===== src/rtl/disp_bcd_snap.sv =====
// Snapshots ACC, B and the operand on each T6 rise and converts them to ASCII decimal
// text for the LCD renderer. One serial double-dabble engine is shared by all three values.
module disp_bcd_snap #(
  parameter bit LZB     = 1'b1,
  parameter bit SYNC_EN = 1'b1
) (
  input  logic        CLK,
  input  logic        reset_btn,
  input  logic        T6,
  input  logic [7:0]  Dout_ACC,
  input  logic [7:0]  Dout_B,
  input  logic [7:0]  operand,
  input  logic        operand_blank,
  output logic [23:0] A_text,
  output logic [23:0] B_text,
  output logic [23:0] OPND_text,
  output logic        busy,
  output logic        done,
  output logic        overrun
);

  // state  | meaning
  // IDLE   | waiting for a T6 rise
  // CONV   | 24 double-dabble steps: ACC, then B, then operand (8 each)
  // COMMIT | load all text registers at once, pulse done, chain a pending request
  typedef enum logic [1:0] {IDLE, CONV, COMMIT} state_t;

  state_t      state;
  logic        t6_edge;
  logic [19:0] sr;
  logic [19:0] sr_nxt;
  logic [4:0]  cnt;
  logic [7:0]  w_b, w_opnd;
  logic        w_blank;
  logic [11:0] st_a, st_b, st_o;
  logic [7:0]  p_acc, p_b, p_opnd;
  logic        p_blank, pending;
  logic [7:0]  src_acc, src_b, src_opnd;
  logic        src_blank;

  if (SYNC_EN) begin : g_sync
    logic s1, s2, s3;
    always_ff @(posedge CLK or posedge reset_btn) begin
      if (reset_btn) begin
        s1 <= 1'b0;
        s2 <= 1'b0;
        s3 <= 1'b0;
      end else begin
        s1 <= T6;
        s2 <= s1;
        s3 <= s2;
      end
    end
    assign t6_edge = s2 & ~s3;
  end else begin : g_nosync
    logic s3;
    always_ff @(posedge CLK or posedge reset_btn) begin
      if (reset_btn) s3 <= 1'b0;
      else           s3 <= T6;
    end
    assign t6_edge = T6 & ~s3;
  end

  function automatic logic [19:0] dd_step(input logic [19:0] r);
    logic [19:0] t;
    t = r;
    if (t[19:16] >= 4'd5) t[19:16] = t[19:16] + 4'd3;
    if (t[15:12] >= 4'd5) t[15:12] = t[15:12] + 4'd3;
    if (t[11:8]  >= 4'd5) t[11:8]  = t[11:8]  + 4'd3;
    return {t[18:0], 1'b0};
  endfunction

  function automatic logic [23:0] to_text(input logic [11:0] d, input logic blank);
    logic [7:0] h, t, o;
    h = {4'h3, d[11:8]};
    t = {4'h3, d[7:4]};
    o = {4'h3, d[3:0]};
    if (LZB && d[11:8] == 4'd0) h = 8'h20;
    if (LZB && d[11:4] == 8'd0) t = 8'h20;
    if (blank) return 24'h202020;
    return {h, t, o};
  endfunction

  always_comb begin
    sr_nxt = dd_step(sr);
  end

  // Outside COMMIT-with-pending, a new request always comes straight from the inputs;
  // an edge landing on the COMMIT cycle is newer than the pending snapshot and wins.
  always_comb begin
    src_acc   = Dout_ACC;
    src_b     = Dout_B;
    src_opnd  = operand;
    src_blank = operand_blank;
    if (state == COMMIT && !t6_edge) begin
      src_acc   = p_acc;
      src_b     = p_b;
      src_opnd  = p_opnd;
      src_blank = p_blank;
    end
  end

  always_ff @(posedge CLK or posedge reset_btn) begin
    if (reset_btn) begin
      state     <= IDLE;
      sr        <= '0;
      cnt       <= '0;
      w_b       <= '0;
      w_opnd    <= '0;
      w_blank   <= 1'b0;
      st_a      <= '0;
      st_b      <= '0;
      st_o      <= '0;
      p_acc     <= '0;
      p_b       <= '0;
      p_opnd    <= '0;
      p_blank   <= 1'b0;
      pending   <= 1'b0;
      A_text    <= 24'h202020;
      B_text    <= 24'h202020;
      OPND_text <= 24'h202020;
      busy      <= 1'b0;
      done      <= 1'b0;
      overrun   <= 1'b0;
    end else begin
      done <= 1'b0;
      case (state)
        IDLE: begin
          if (t6_edge) begin
            sr      <= {12'd0, src_acc};
            w_b     <= src_b;
            w_opnd  <= src_opnd;
            w_blank <= src_blank;
            cnt     <= '0;
            busy    <= 1'b1;
            state   <= CONV;
          end
        end
        CONV: begin
          if (t6_edge) begin
            p_acc   <= Dout_ACC;
            p_b     <= Dout_B;
            p_opnd  <= operand;
            p_blank <= operand_blank;
            pending <= 1'b1;
            if (pending) overrun <= 1'b1;
          end
          cnt <= cnt + 5'd1;
          if (cnt[2:0] == 3'd7) begin
            case (cnt[4:3])
              2'd0: begin
                st_a <= sr_nxt[19:8];
                sr   <= {12'd0, w_b};
              end
              2'd1: begin
                st_b <= sr_nxt[19:8];
                sr   <= {12'd0, w_opnd};
              end
              default: st_o <= sr_nxt[19:8];
            endcase
          end else begin
            sr <= sr_nxt;
          end
          if (cnt == 5'd23) state <= COMMIT;
        end
        COMMIT: begin
          A_text    <= to_text(st_a, 1'b0);
          B_text    <= to_text(st_b, 1'b0);
          OPND_text <= to_text(st_o, w_blank);
          done      <= 1'b1;
          if (t6_edge || pending) begin
            if (t6_edge && pending) overrun <= 1'b1;
            sr      <= {12'd0, src_acc};
            w_b     <= src_b;
            w_opnd  <= src_opnd;
            w_blank <= src_blank;
            cnt     <= '0;
            pending <= 1'b0;
            state   <= CONV;
          end else begin
            busy  <= 1'b0;
            state <= IDLE;
          end
        end
        default: begin
          busy  <= 1'b0;
          state <= IDLE;
        end
      endcase
    end
  end

endmodule


===== config.mk =====
export PLATFORM = sky130hd
export DESIGN_NAME = disp_bcd_snap
export DESIGN_NICKNAME = d
export VERILOG_FILES = /design/src/rtl/disp_bcd_snap.sv
export SDC_FILE = /design/constraint.sdc
export NUM_CORES = 1
export LEC_CHECK = 0
export BUFFER_PORTS_ARGS = -buffer_cell sky130_fd_sc_hd__buf_2
export CAP_MARGIN = 10
export CORE_UTILIZATION = 52
export DETAILED_ROUTE_END_ITERATION = 16
export PLACE_DENSITY = 0.74
export SYNTH_ARGS = -nofsm -noshare
export SYNTH_HDL_FRONTEND = slang
export SYNTH_SLANG_ARGS = --single-unit

===== constraint.sdc =====
create_clock -name CLK -period 8.2 [get_ports CLK]
set_input_delay 0.41 -clock CLK [delete_from_list [all_inputs] [get_ports CLK]]
set_output_delay 0.41 -clock CLK [all_outputs]
set_load 0.01 [all_outputs]

=== Word level (Yosys, flattened, before mapping) ===
Cells that the tools add are included.

* Register bits after elaboration: 178
* Input bits: 28
* Output and inout port bits: 75
* Word-level logic and storage cells: 123

* Add/sub/neg operators: 4
* Order comparisons: 3
* Equality and inequality tests: 13
* Muxes and demuxes: 49
* Bitwise logic cells: 4
* Reduce and logical (&&, ||, !) cells: 27

{| class="wikitable"
|+ Operators with widths
! operator !! number
|-
| 20-bit 2-to-1 mux || 3
|-
| 20-bit case mux with 3 select lines || 1
|-
| 8-bit 2-to-1 mux || 7
|-
| 24-bit 2-to-1 mux || 2
|-
| 5-bit 2-to-1 mux || 8
|-
| 20-bit case mux with 2 select lines || 1
|-
| 8-bit case mux with 2 select lines || 2
|-
| 8-bit zero test || 3
|-
| 3-bit AND reduction || 7
|-
| 5-bit case mux with 3 select lines || 1
|-
| 1-bit 2-to-1 mux || 14
|-
| 4-bit by 3-bit greater-or-equal comparator with 1-bit output (second input constant) || 3
|-
| 4-bit zero test || 3
|-
| 2-bit != test (second input constant) || 5
|-
| 4-bit by 2-bit adder with 4-bit output (second input constant) || 2
|-
| 4-bit 2-to-1 mux || 2
|-
| 1-bit case mux with 2 select lines || 3
|-
| 2-bit case mux with 3 select lines || 1
|-
| 5-bit by 1-bit adder with 5-bit output (second input constant) || 1
|-
| 5-bit equality test (second input constant) || 1
|-
| 5-bit AND reduction || 1
|-
| 2-bit by 1-bit equality test with 1-bit output (second input constant) || 2
|-
| 2-bit zero test || 2
|-
| 2-bit 2-to-1 mux || 2
|-
| 17 further kinds || 23
|}

=== Logic depth before layout (Yosys ltp) ===
Gate-level depths: netlist of the first run.

* Word-level depth: 7
* Depth in mapped cells: 7
* Mapped depth without buffers: 6

=== Least setup slack after synthesis of the first run ===
No wires, ideal clock.

* Kind: register -> register
* Start: register cnt[0]
* End: register sr[0]
* Setup time: 0.121 ns
* Data arrival time: 1.597 ns
* Data required time: 8.079 ns
* Setup slack: 6.482 ns
* Cell stages (with the launch flop): 8
* Buffers on the path: 1
* Period minus slack after synthesis: 1.718 ns
* Cells stage by stage: dfrtp_1 ha_1 ha_1 nand4b_2 o311a_1 buf_2 o21ai_1 o22a_1

* Word-level cells in the longest chain between the ends: 3
* Elaborated cells between the ends (all ways): 5
* Classes of those cells: eq/ne (2); mux (2); reduce/logical (1)

{| class="wikitable"
|+ Ends and longest elaborated chain
! what !! RTL line !! RTL
|-
| from (decl) || 32 || <nowiki>logic [4:0] cnt;</nowiki>
|-
| from (signal assigned) || 148 || <nowiki>cnt <= cnt + 5'd1;</nowiki>
|-
| 3-bit equality test * || 149 || <nowiki>if (cnt[2:0] == 3'd7) begin</nowiki>
|-
| 4-bit by 2-bit != test with 1-bit output (no line) or 20-bit 2-to-1 mux (tied branches) || - ||
|-
| 4-bit AND reduction (no line) or 20-bit case mux with 3 select lines (tied branches) || - ||
|-
| to (signal assigned) || 153 || <nowiki>sr <= {12'd0, w_b};</nowiki>
|-
| to (signal assigned) || 157 || <nowiki>sr <= {12'd0, w_opnd};</nowiki>
|-
| to (signal assigned) || 162 || <nowiki>sr <= sr_nxt;</nowiki>
|-
| to (decl) || 30 || <nowiki>logic [19:0] sr;</nowiki>
|}

Mark *: on every way between the ends. The rest lies on a longest branch, timed or not.
A chain may end at the register's enable or synchronous reset.

=== Worst setup path in the final report of the first run ===
* Start: register state[0]
* End: register st_a[0]

* Word-level cells in the longest chain between the ends: 2

{| class="wikitable"
|+ Ends and longest elaborated chain
! what !! RTL line !! RTL
|-
| from (decl) || 28 || <nowiki>state_t state;</nowiki>
|-
| from (signal assigned) || 105 || <nowiki>state <= IDLE;</nowiki>
|-
| from (signal assigned) || 136 || <nowiki>state <= CONV;</nowiki>
|-
| from (signal assigned) || 164 || <nowiki>if (cnt == 5'd23) state <= COMMIT;</nowiki>
|-
| 2-bit by 1-bit equality test with 1-bit output || 127 || <nowiki>case (state)</nowiki>
|-
| 3-bit AND reduction (no line) || - ||
|-
| to (signal assigned) || 152 || <nowiki>st_a <= sr_nxt[19:8];</nowiki>
|-
| to (decl) || 35 || <nowiki>logic [11:0] st_a, st_b, st_o;</nowiki>
|}

Every way passes these cells.

==> results.ini, run 1 <==
[run_status]
status = finished, final reports clean

[cells_and_area]
antenna_cells = 0
areaGrowthSynthToFinish_pct = 13.2
stdcell_area_um2 = 7860
final_cell_count_no_fill = 911
drive_gt1_share_pct = 19.8
fin_nets = 762
post-route-util_pct = 61.3

[sta]
rsz0062_at_grt = false
period_needed_ns = 2.98
hold_viol = 0
worst_slack_ns = 5.22
slew_headroom_pct = 29.0
report.final.slew_viol_count = 0
tns_ns = 0
max_freq_mhz = 335
holdWs_ns = 0.101
worst_pin_slew_ns = 1.06
setup_viol = 0
skew_ns = 0.00684
fin_crit_sh_pct = 36.4

[power]
seq_power_share_pct = 43.9
cellPowerDensity_nw_per_um2 = 349
design_power_total_mw = 2.75
power.internal_mw = 1.82
p_switching_mw = 0.926
power.share.clock_pct = 28.6
p_sw_share_pct = 33.7
leakagePower_nw = 3.99
vdd_drop_max_mv = 0.204
power_frac_comb_pct = 27.6

[placed_design]
dp.cells = 879
dp_hpwl_um = 9060
gp_congestion = 0.885
place_area_um2 = 7260
port-buffer-count = 75
place_ws_ns = 5.25

[critical_path]
start_kind = flip-flop
critPathMaxStageDelay_ns = 0.91
path_buf_inv = 0
r2r-end = st_a[0]
worstPathCellList = nor2b_1 -> nand3_1 -> mux2_2
worstPathArrival_ns = 3.28
reg2reg_slack_ns = 5.22
critPathSlowestCell = nor2b_1
cp_max_fo = 22
crit_family = simple AND/OR/NAND/NOR gates
reg2regPathDepth = 3
crit_path_end_kind = flip-flop
crit_cells = 3
regToRegStartpoint = state[0]
worstPathRequired_ns = 8.50
worstSetupPathType = flip-flop to flip-flop

[synthesis]
synth_seq_cells = 156
synthFlopType = dfrtp_1
ys_types = 52
synth_edf_count = 0
netlist_instances = 669
synth_area_um2 = 6950
ys_seq_area_share_pct = 56.2
ys_warn_count = 0
synth-async-reset-ratio_pct = 100
postSynthAreaPerCell_um2 = 10.4

[die]
die_h_um = 118
io_pins = 103
fp.dieW_um = 118
dieArea_um2 = 13800
start_util_pct = 54.2
rows = 41
core-area_um2 = 12800

[worst_hold_path]
min_path_cells = 1
hp-start = T6
hp-class = input port to flip-flop
whs_endpoint = g_sync.s1

[cts]
hold_buffers = 0
htree_levels = 4
cts_buffers = 17
cts_tree = done
cts_sinks = 156
cts_setup_buffers = 0
clock_latency_ns = 0.42
cts_root_buf = clkbuf_16
clk_pin_slew_ns = 0.06
post_cts_resized = 0
clockBufferDepth = 2

[global_routing]
antenna_found_initial = 0
grt_start_max_net_pins = 85
grt_pass1_wl_um = 22600
grt-ovfl-total = 0
grt_use_total_pct = 20.7
grt_pass1_vias = 4641

[route]
dr.pass1.iters = 4
wl_per_cell_um = 14.9
drc = 0
dr_total_vias = 4847
drt_wl_total_um = 13500
viasPerCell = 5.32
drtIter0Drc = 264
antenna_left = 0

[job]
drv_cap = 0

==> worst max-delay path by stage <==
stage | slack [ns] | start | to
3_5_place_dp | 5.25 | state[1] | st_a[0]
5_1_grt | 4.85 | state[1] | st_a[0]
2_1_floorplan | 3.58 | reset_btn | A_text[0]
3_3_place_gp | 5.39 | state[1] | st_a[2]
6_report | 5.22 | state[0] | st_a[0]
4_1_cts | 5.24 | state[1] | st_a[0]
==> cell usage in the layout (no fill, tap or decap), types with 11 or more instances in the layout <==
master     count
nor2_1        32
nand3b_1      12
mux2_2        24
o21ai_0       25
o21ai_1       23
nand2_1      154
mux2i_1       18
conb_1        27
a31oi_1       17
buf_2         75
a21oi_1       29
nor2b_1       11
clkbuf_16     17
dfrtp_1      156
==> cell type report <==
class                   count  area (µm²)
fillers                  1115        4960
well taps                 172         215
multi-input cells         465        2710
flip-flops and latches    156        3900
clock buffers              21         470
clock inverters            11         133
repair buffers             77         390
inverters                   9        38.8
==> logic make-up after synthesis <==
kind of cell             share of synthesized area [%]
flip-flops                                        56.2
adder cells (fa/ha/maj)                           1.44
AND/OR/NAND/NOR                                   15.6
AO/OA/AOI/OAI                                     11.8
XOR/XNOR                                         0.630
multiplexers                                      8.00
buffers and inverters                             6.14
other                                            0.108
==> power by group through the flow <==
stage	Clock [mW]	Combinational, mW	Sequential [mW]
after floorplan	0	0.603	1.17
after global placement	0	0.724	1.20
after detailed placement	0	0.757	1.22
after CTS	0.799	0.764	1.20
after global routing	0.831	0.856	1.23
final	0.785	0.757	1.20
==> flip-flops by register name, summed over array words and instances (netlist names), 5 cells and up <==
signal / cells
p_opnd: 8
w_opnd: 8
OPND_text: 15
w_b: 8
A_text: 14
B_text: 15
st_b: 12
st_o: 12
p_acc: 8
sr: 20
cnt: 5
p_b: 8
st_a: 12
==> cell usage after synthesis, types with 2 or more instances <==
cell / count / share of area, %
dfrtp_1: 156 / 56
nand2_1: 154 / 8.3
nor2_1: 32 / 1.7
buf_4: 31 / 3.3
a21oi_1: 29 / 2.1
o21ai_0: 25 / 1.8
mux2_2: 24 / 3.9
o21ai_1: 23 / 1.7
mux2i_1: 18 / 2.6
a31oi_1: 17 / 1.5
buf_2: 17 / 1.2
clkbuf_1: 14 / 0.76
nand3b_1: 12 / 1.3
nor2b_1: 11 / 0.99
nand2b_1: 9 / 0.81
ha_1: 8 / 1.4
mux2_1: 8 / 1.3
inv_1: 7 / 0.38
a2bb2oi_1: 6 / 0.76
nor4_1: 6 / 0.54
nor3b_1: 5 / 0.54
o22ai_1: 5 / 0.45
a21o_1: 4 / 0.43
a32o_1: 4 / 0.58
o31ai_1: 4 / 0.43
a31o_1: 3 / 0.38
a31o_2: 3 / 0.38
xnor2_1: 3 / 0.38
buf_6: 2 / 0.32
conb_1: 2 / 0.11
inv_2: 2 / 0.11
nand2_4: 2 / 0.32
nand3_1: 2 / 0.14
nand4_1: 2 / 0.18
xor2_1: 2 / 0.25
==> routing by layer <==
layer | wire length, µm | GRT usage [%] | vias up
li1 | - | - | 2350
met1 | 5800 | 25.5 | 2347
met2 | 6960 | 35.2 | 127
met3 | 539 | 4.80 | 23
met4 | 247 | 8.65 | 0
met5 | 0 | 0 | -
==> worst reg2reg max path: cells and delay by family (launching register included) <==
kind / cells / cell delay, ns
DFF: 1 / 0.66
and+or+nand+nor: 2 / 1.71
muxes: 1 / 0.51
No activity file was read; power rests on OpenSTA's default activity.
==> inputs of run 2 (changes only) <==
- clock period: 8.2 -> 2.9 ns (I/O delays scaled with it)
==> run 2 against run 1 <==
First-iteration DRC count shrank 1.5%. Cell area rose by 3.7%. Register-to-register slack got worse by 4.5 ns. Die area unchanged. Count of clock-buffer cells in the layout shrank 2. Setup slack lost 4.5 ns. Clock skew increased by 0.0026 ns. Critical endpoint is now sr[11].
==> results.ini, run 2 (synthesis gave the netlist of run 1 again) <==
[critical_path]
reg2regPathDepth = 4
crit_path_end_kind = flip-flop
worstPathRequired_ns = 3.26
worstPathArrival_ns = 2.57
worstSetupPathType = flip-flop to flip-flop
cp_max_fo = 24
start_kind = flip-flop

[cts]
htree_levels = 4
clk_pin_slew_ns = 0.06
cts_sinks = 156
cts_tree = done
clock_latency_ns = 0.42
clockBufferDepth = 2
cts_root_buf = clkbuf_16
cts_buffers = 17
post_cts_resized = 0

[sta]
tns_ns = 0
setup_viol = 0
worst_pin_slew_ns = 0.738
slew_headroom_pct = 50.8
period_needed_ns = 2.21
skew_ns = 0.00942
max_freq_mhz = 452
report.final.slew_viol_count = 0
hold_viol = 0
fin_crit_sh_pct = 76.3
rsz0062_at_grt = false

[route]
wl_per_cell_um = 15.3
drt_wl_total_um = 14500
viasPerCell = 5.34
dr.pass1.iters = 4
drc = 0
drtIter0Drc = 260
dr_total_vias = 5038
antenna_left = 0

[job]
drv_cap = 0

[cells_and_area]
areaGrowthSynthToFinish_pct = 17.3
layout_commonest_cell = dfrtp_1
largest_reg_flops = 20
regMostFlops = sr
antenna_cells = 0
final_cell_mix = dfrtp_1 (156), nand2_1 (154), buf_2 (75), nor2_1 (32), a21oi_1 (29)
fin_nets = 798
post-route-util_pct = 63.6
drive_gt1_share_pct = 20.1
n_fill_cell = 1045
reg_top3 = sr (20), B_text (15), OPND_text (15)

[global_routing]
grt_pass1_vias = 4939
grt_pass1_wl_um = 24400
grt_start_max_net_pins = 59
grt-ovfl-total = 0
grt_use_total_pct = 22.5
antenna_found_initial = 0

[power]
cellPowerDensity_nw_per_um2 = 944
leakagePower_nw = 4.11
vdd_drop_max_mv = 0.582

[die]
rows = 41
io_pins = 103
core-area_um2 = 12800
start_util_pct = 54.2
fp.dieW_um = 118
dieArea_um2 = 13800
die_h_um = 118

[worst_hold_path]
min_path_cells = 2
hp-class = input port to flip-flop

[run_status]
status = finished, final reports clean

[placed_design]
gp_congestion = 0.831
port-buffer-count = 75
dp_hpwl_um = 9760

run 2: cell count changes in the layout (fill, tap and decap cells not counted):
cell,before,now
clkinv_4,3,2
bufinv_16,2,1
clkinvlp_4,2,5
inv_6,4,1
clkinv_2,1,2
dlygate4sd3_1,0,24
buf_4,2,12
clkbuf_8,3,1
buf_12,0,2
run 2: layer usage:
metal	wire [µm]	vias up	share of wire, %	track usage [%]
li1	-	2427	-	-
met1	6040	2480	42	26.2
met2	7690	115	53	40.9
met3	521	16	3.6	5.04
met4	213	0	1.5	7.45
met5	0	-	0	0
run 2: worst max-delay path: stages (launching register included):
cell and delay, ns:
dfrtp_1 0.65, nor2b_1 0.64, nand2b_1 0.39, o31ai_1 0.30, a32o_1 0.16
run 2: worst paths after layout:
path	start	end	slack, ns
max	state[1]	sr[11]	0.69
min	Dout_ACC[6]	p_acc[6]	0.01
max reg2reg	state[1]	sr[11]	0.69
min reg2reg	g_sync.s1	g_sync.s2	0.36
max in group asynchronous	reset_btn	w_opnd[4]	1.94
min in group asynchronous	reset_btn	g_sync.s1	0.31
run 2: final cells by class:
class	instances	area [µm²]	area share, %
clock inverters	10	96.3	1.18
inverters	9	37.5	0.460
flip-flops and latches	156	3900	47.9
well taps	172	215	2.64
multi-input cells	465	2710	33.3
repair buffers	113	746	9.15
clock buffers	19	443	5.43
run 2: metrics by stage:
step                std cells  instance area (µm²)  hold slack [ns]  worst slack (ns)  power, mW
finish                    944                 8150           0.0121             0.688       7.70
global route              944                 8150           0.0113             0.510       8.18
CTS                       944                 8150         0.000864             0.740       7.75
detailed placement        891                 7370            0.205             0.747       5.66
global placement          891                 7370            0.199             0.810       5.51
floorplan                 694                 7050            0.176             0.782       5.00
run 2: where the power goes:
part	internal [mW]	switching (mW)
combinational	0.985	1.26
clock	1.19	0.843
sequential	2.89	0.539
total	5.06	2.64
run 2: what timing repair did:
action | 4_1_cts | 5_1_grt
hold endpoints to repair | 41 | 0
hold buffers | 24 | 0
setup buffers | 0 | 0
endpoints found under the setup margin | 0 | 0
==> inputs of run 3 (changes only) <==
- ABC_AREA: not set -> 1
- PLACE_DENSITY: 0.74 -> 0.77
- clock period: 2.9 -> 2 ns (I/O delays scaled with it)
==> run 3 against run 2 <==
Critical path depth up 4. First-iteration DRC count up 28%. Die area up 1.6%. Count of clock-buffer cells in the layout down 1. Cell area up 3.7%. Area after synthesis up 1.7%. Sequential cell count unchanged. Final cell count up 18%. Fmax up 21%. Setup slack worse by 0.52 ns. Via count up 8.7%. Non-clock buffer count up 10. Highest routed layer unchanged.
==> results.ini, run 3 <==
[cells_and_area]
final_cell_count_no_fill = 1114
antenna_cells = 0
largest_reg_flops = 20
regArea_um2 = 3900
regMostFlops = sr
multiInputGateArea_um2 = 2500
drive_gt1_share_pct = 15.8
layout_commonest_cell = nand2_1
post-route-util_pct = 63.9
areaGrowthSynthToFinish_pct = 19.7
n_fill_cell = 1130
final_cell_mix = nand2_1 (269), dfrtp_1 (156), o21ai_0 (122), inv_1 (89), buf_2 (75)
reg_top3 = sr (20), B_text (15), OPND_text (15)
fin_nets = 962

[sta]
worst_pin_slew_ns = 0.644
rsz0062_at_grt = false
max_freq_mhz = 547
tns_ns = 0
slew_headroom_pct = 56.6
report.final.slew_viol_count = 0
worst_slack_ns = 0.172
hold_viol = 0
fin_crit_sh_pct = 91.4
setup_viol = 0
period_needed_ns = 1.83
skew_ns = 0.00577

[route]
antenna_left = 0
wl_per_cell_um = 13.3
dr_total_vias = 5478
dr.pass1.iters = 5
drc = 0
viasPerCell = 4.92
drt_wl_total_um = 14800
drtIter0Drc = 334

[synthesis]
synth_top_area_share_pct = 55.3
synth_seq_cells = 156
synth_area_um2 = 7060
synth-xor-area-share_pct = 0.868
synth_edf_count = 0
synthAdderAreaFrac_pct = 1.42
netlist_instances = 819
synth_top_family_by_area = simple AND/OR/NAND/NOR gates
synth_compound_area_share_pct = 10.9
yosysTopAreaCell = dfrtp_1
ys_types = 32
synth-async-reset-ratio_pct = 100
postSynthAreaPerCell_um2 = 8.63
synthMuxAreaShare_pct = 0
ys_warn_count = 0
synth_most_common_cell = nand2_1
synthSimpleGateAreaFrac_pct = 20.8
synthTopCellsByArea = dfrtp_1 (55%), nand2_1 (14%), o21ai_0 (8.6%), inv_1 (4.8%), buf_4 (3.3%)
ys_seq_area_share_pct = 55.3
yosys-top-cells-count = nand2_1 (269), dfrtp_1 (156), o21ai_0 (122), inv_1 (90), buf_4 (31)
synthFlopType = dfrtp_1

[cts]
htree_levels = 4
cts_sinks = 156
clock_latency_ns = 0.43
cts_root_buf = clkbuf_16
clk_pin_slew_ns = 0.06
post_cts_resized = 0
cts_buffers = 17
clockBufferDepth = 2
cts_tree = done

[global_routing]
grt_pass1_wl_um = 24600
antenna_found_initial = 0
grt_pass1_vias = 5134
grt_use_total_pct = 22.5
grt-ovfl-total = 0
grt_start_max_net_pins = 52

[power]
p_sw_share_pct = 35.4
vdd_drop_max_mv = 0.743
p_switching_mw = 4.17
cellPowerDensity_nw_per_um2 = 1390
power.internal_mw = 7.62
power_frac_comb_pct = 30.3
power.share.clock_pct = 28.5
design_power_total_mw = 11.8
seq_power_share_pct = 41.2
leakagePower_nw = 4.47

[placed_design]
place_ws_ns = 0.165
port-buffer-count = 75
dp_hpwl_um = 9690
gp_congestion = 0.863
dp.cells = 1054

[die]
core-area_um2 = 13200
start_util_pct = 53.3
io_pins = 103
fp.dieW_um = 119
rows = 42
dieArea_um2 = 14100
die_h_um = 119

[worst_hold_path]
hp-class = input port to async pin

[critical_path]
start_kind = flip-flop
cp_max_fo = 9
worstPathRequired_ns = 2.29
worstPathArrival_ns = 2.12
worstSetupPathType = flip-flop to flip-flop
crit_path_end_kind = flip-flop

[run_status]
status = finished, final reports clean

[job]
drv_cap = 0

## run 3: worst max-delay path, cell delays in order (launching register included)
cell and delay, ns:
dfrtp_1 0.41, ha_1 0.25, ha_1 0.21, inv_1 0.10, nor2_4 0.07, nand2_2 0.11
nand2_1 0.07, nor2_2 0.35, o21ai_0 0.13
## run 3: area by class of cell
class                           instances  share of cell area, %
Clock buffer                           18                   5.07
Clock inverter                         13                   2.26
Inverter                               91                   4.08
Multi-Input combinational cell        537                   29.6
Sequential cell                       156                   46.2
Tap cell                              176                   2.60
Timing Repair Buffer                  123                   10.2
## run 3: stage by stage
step | hold WS [ns] | area [µm²]
floorplan | 0.131 | 7160
global placement | 0.173 | 7550
detailed placement | 0.178 | 7550
CTS | 0.275 | 8440
global route | 0.300 | 8460
finish | 0.270 | 8460
## run 3: timing repair
item / in CTS / in global routing
buffers inserted: 0 / 2
setup endpoints to repair: 0 / 3
hold buffers: 27 / 0
endpoints found under the hold margin: 43 / 0
## run 3: path summary, 6_finish.rpt
check                           from           end  slack, ns  cells after the start
min                        reset_btn  OPND_text[4]       0.27                      3
max in group asynchronous  reset_btn     g_sync.s1       1.13                      4
max reg2reg                   cnt[0]         sr[8]       0.17                      8
min reg2reg                g_sync.s1     g_sync.s2       0.36                      0
max                           cnt[0]         sr[8]       0.17                      8
min in group CLK                  T6     g_sync.s1       0.32                      2
## run 3: kinds of logic after synthesis
kind of cell,Yosys count
other cells,2
xor+xnor,7
flops,156
fa+ha+maj,8
buf+inv,151
compound gates,149
simple gates,346
## run 3: per-layer routing
layer	vias up	track usage [%]	wire [µm]
met5	-	0	0
met4	0	8.94	264
met3	21	5.31	587
met2	140	36.7	7260
met1	2563	28.9	6680
li1	2754	-	-
## run 3: power by group through the flow
stage | Clock, mW | Sequential (mW) | Combinational, mW
global placement | 0 | 4.85 | 3.37
CTS | 3.41 | 4.85 | 3.58
detailed placement | 0 | 4.89 | 3.50
global route | 3.56 | 4.98 | 4.06
finish | 3.36 | 4.86 | 3.57
floorplan | 0 | 4.80 | 2.47
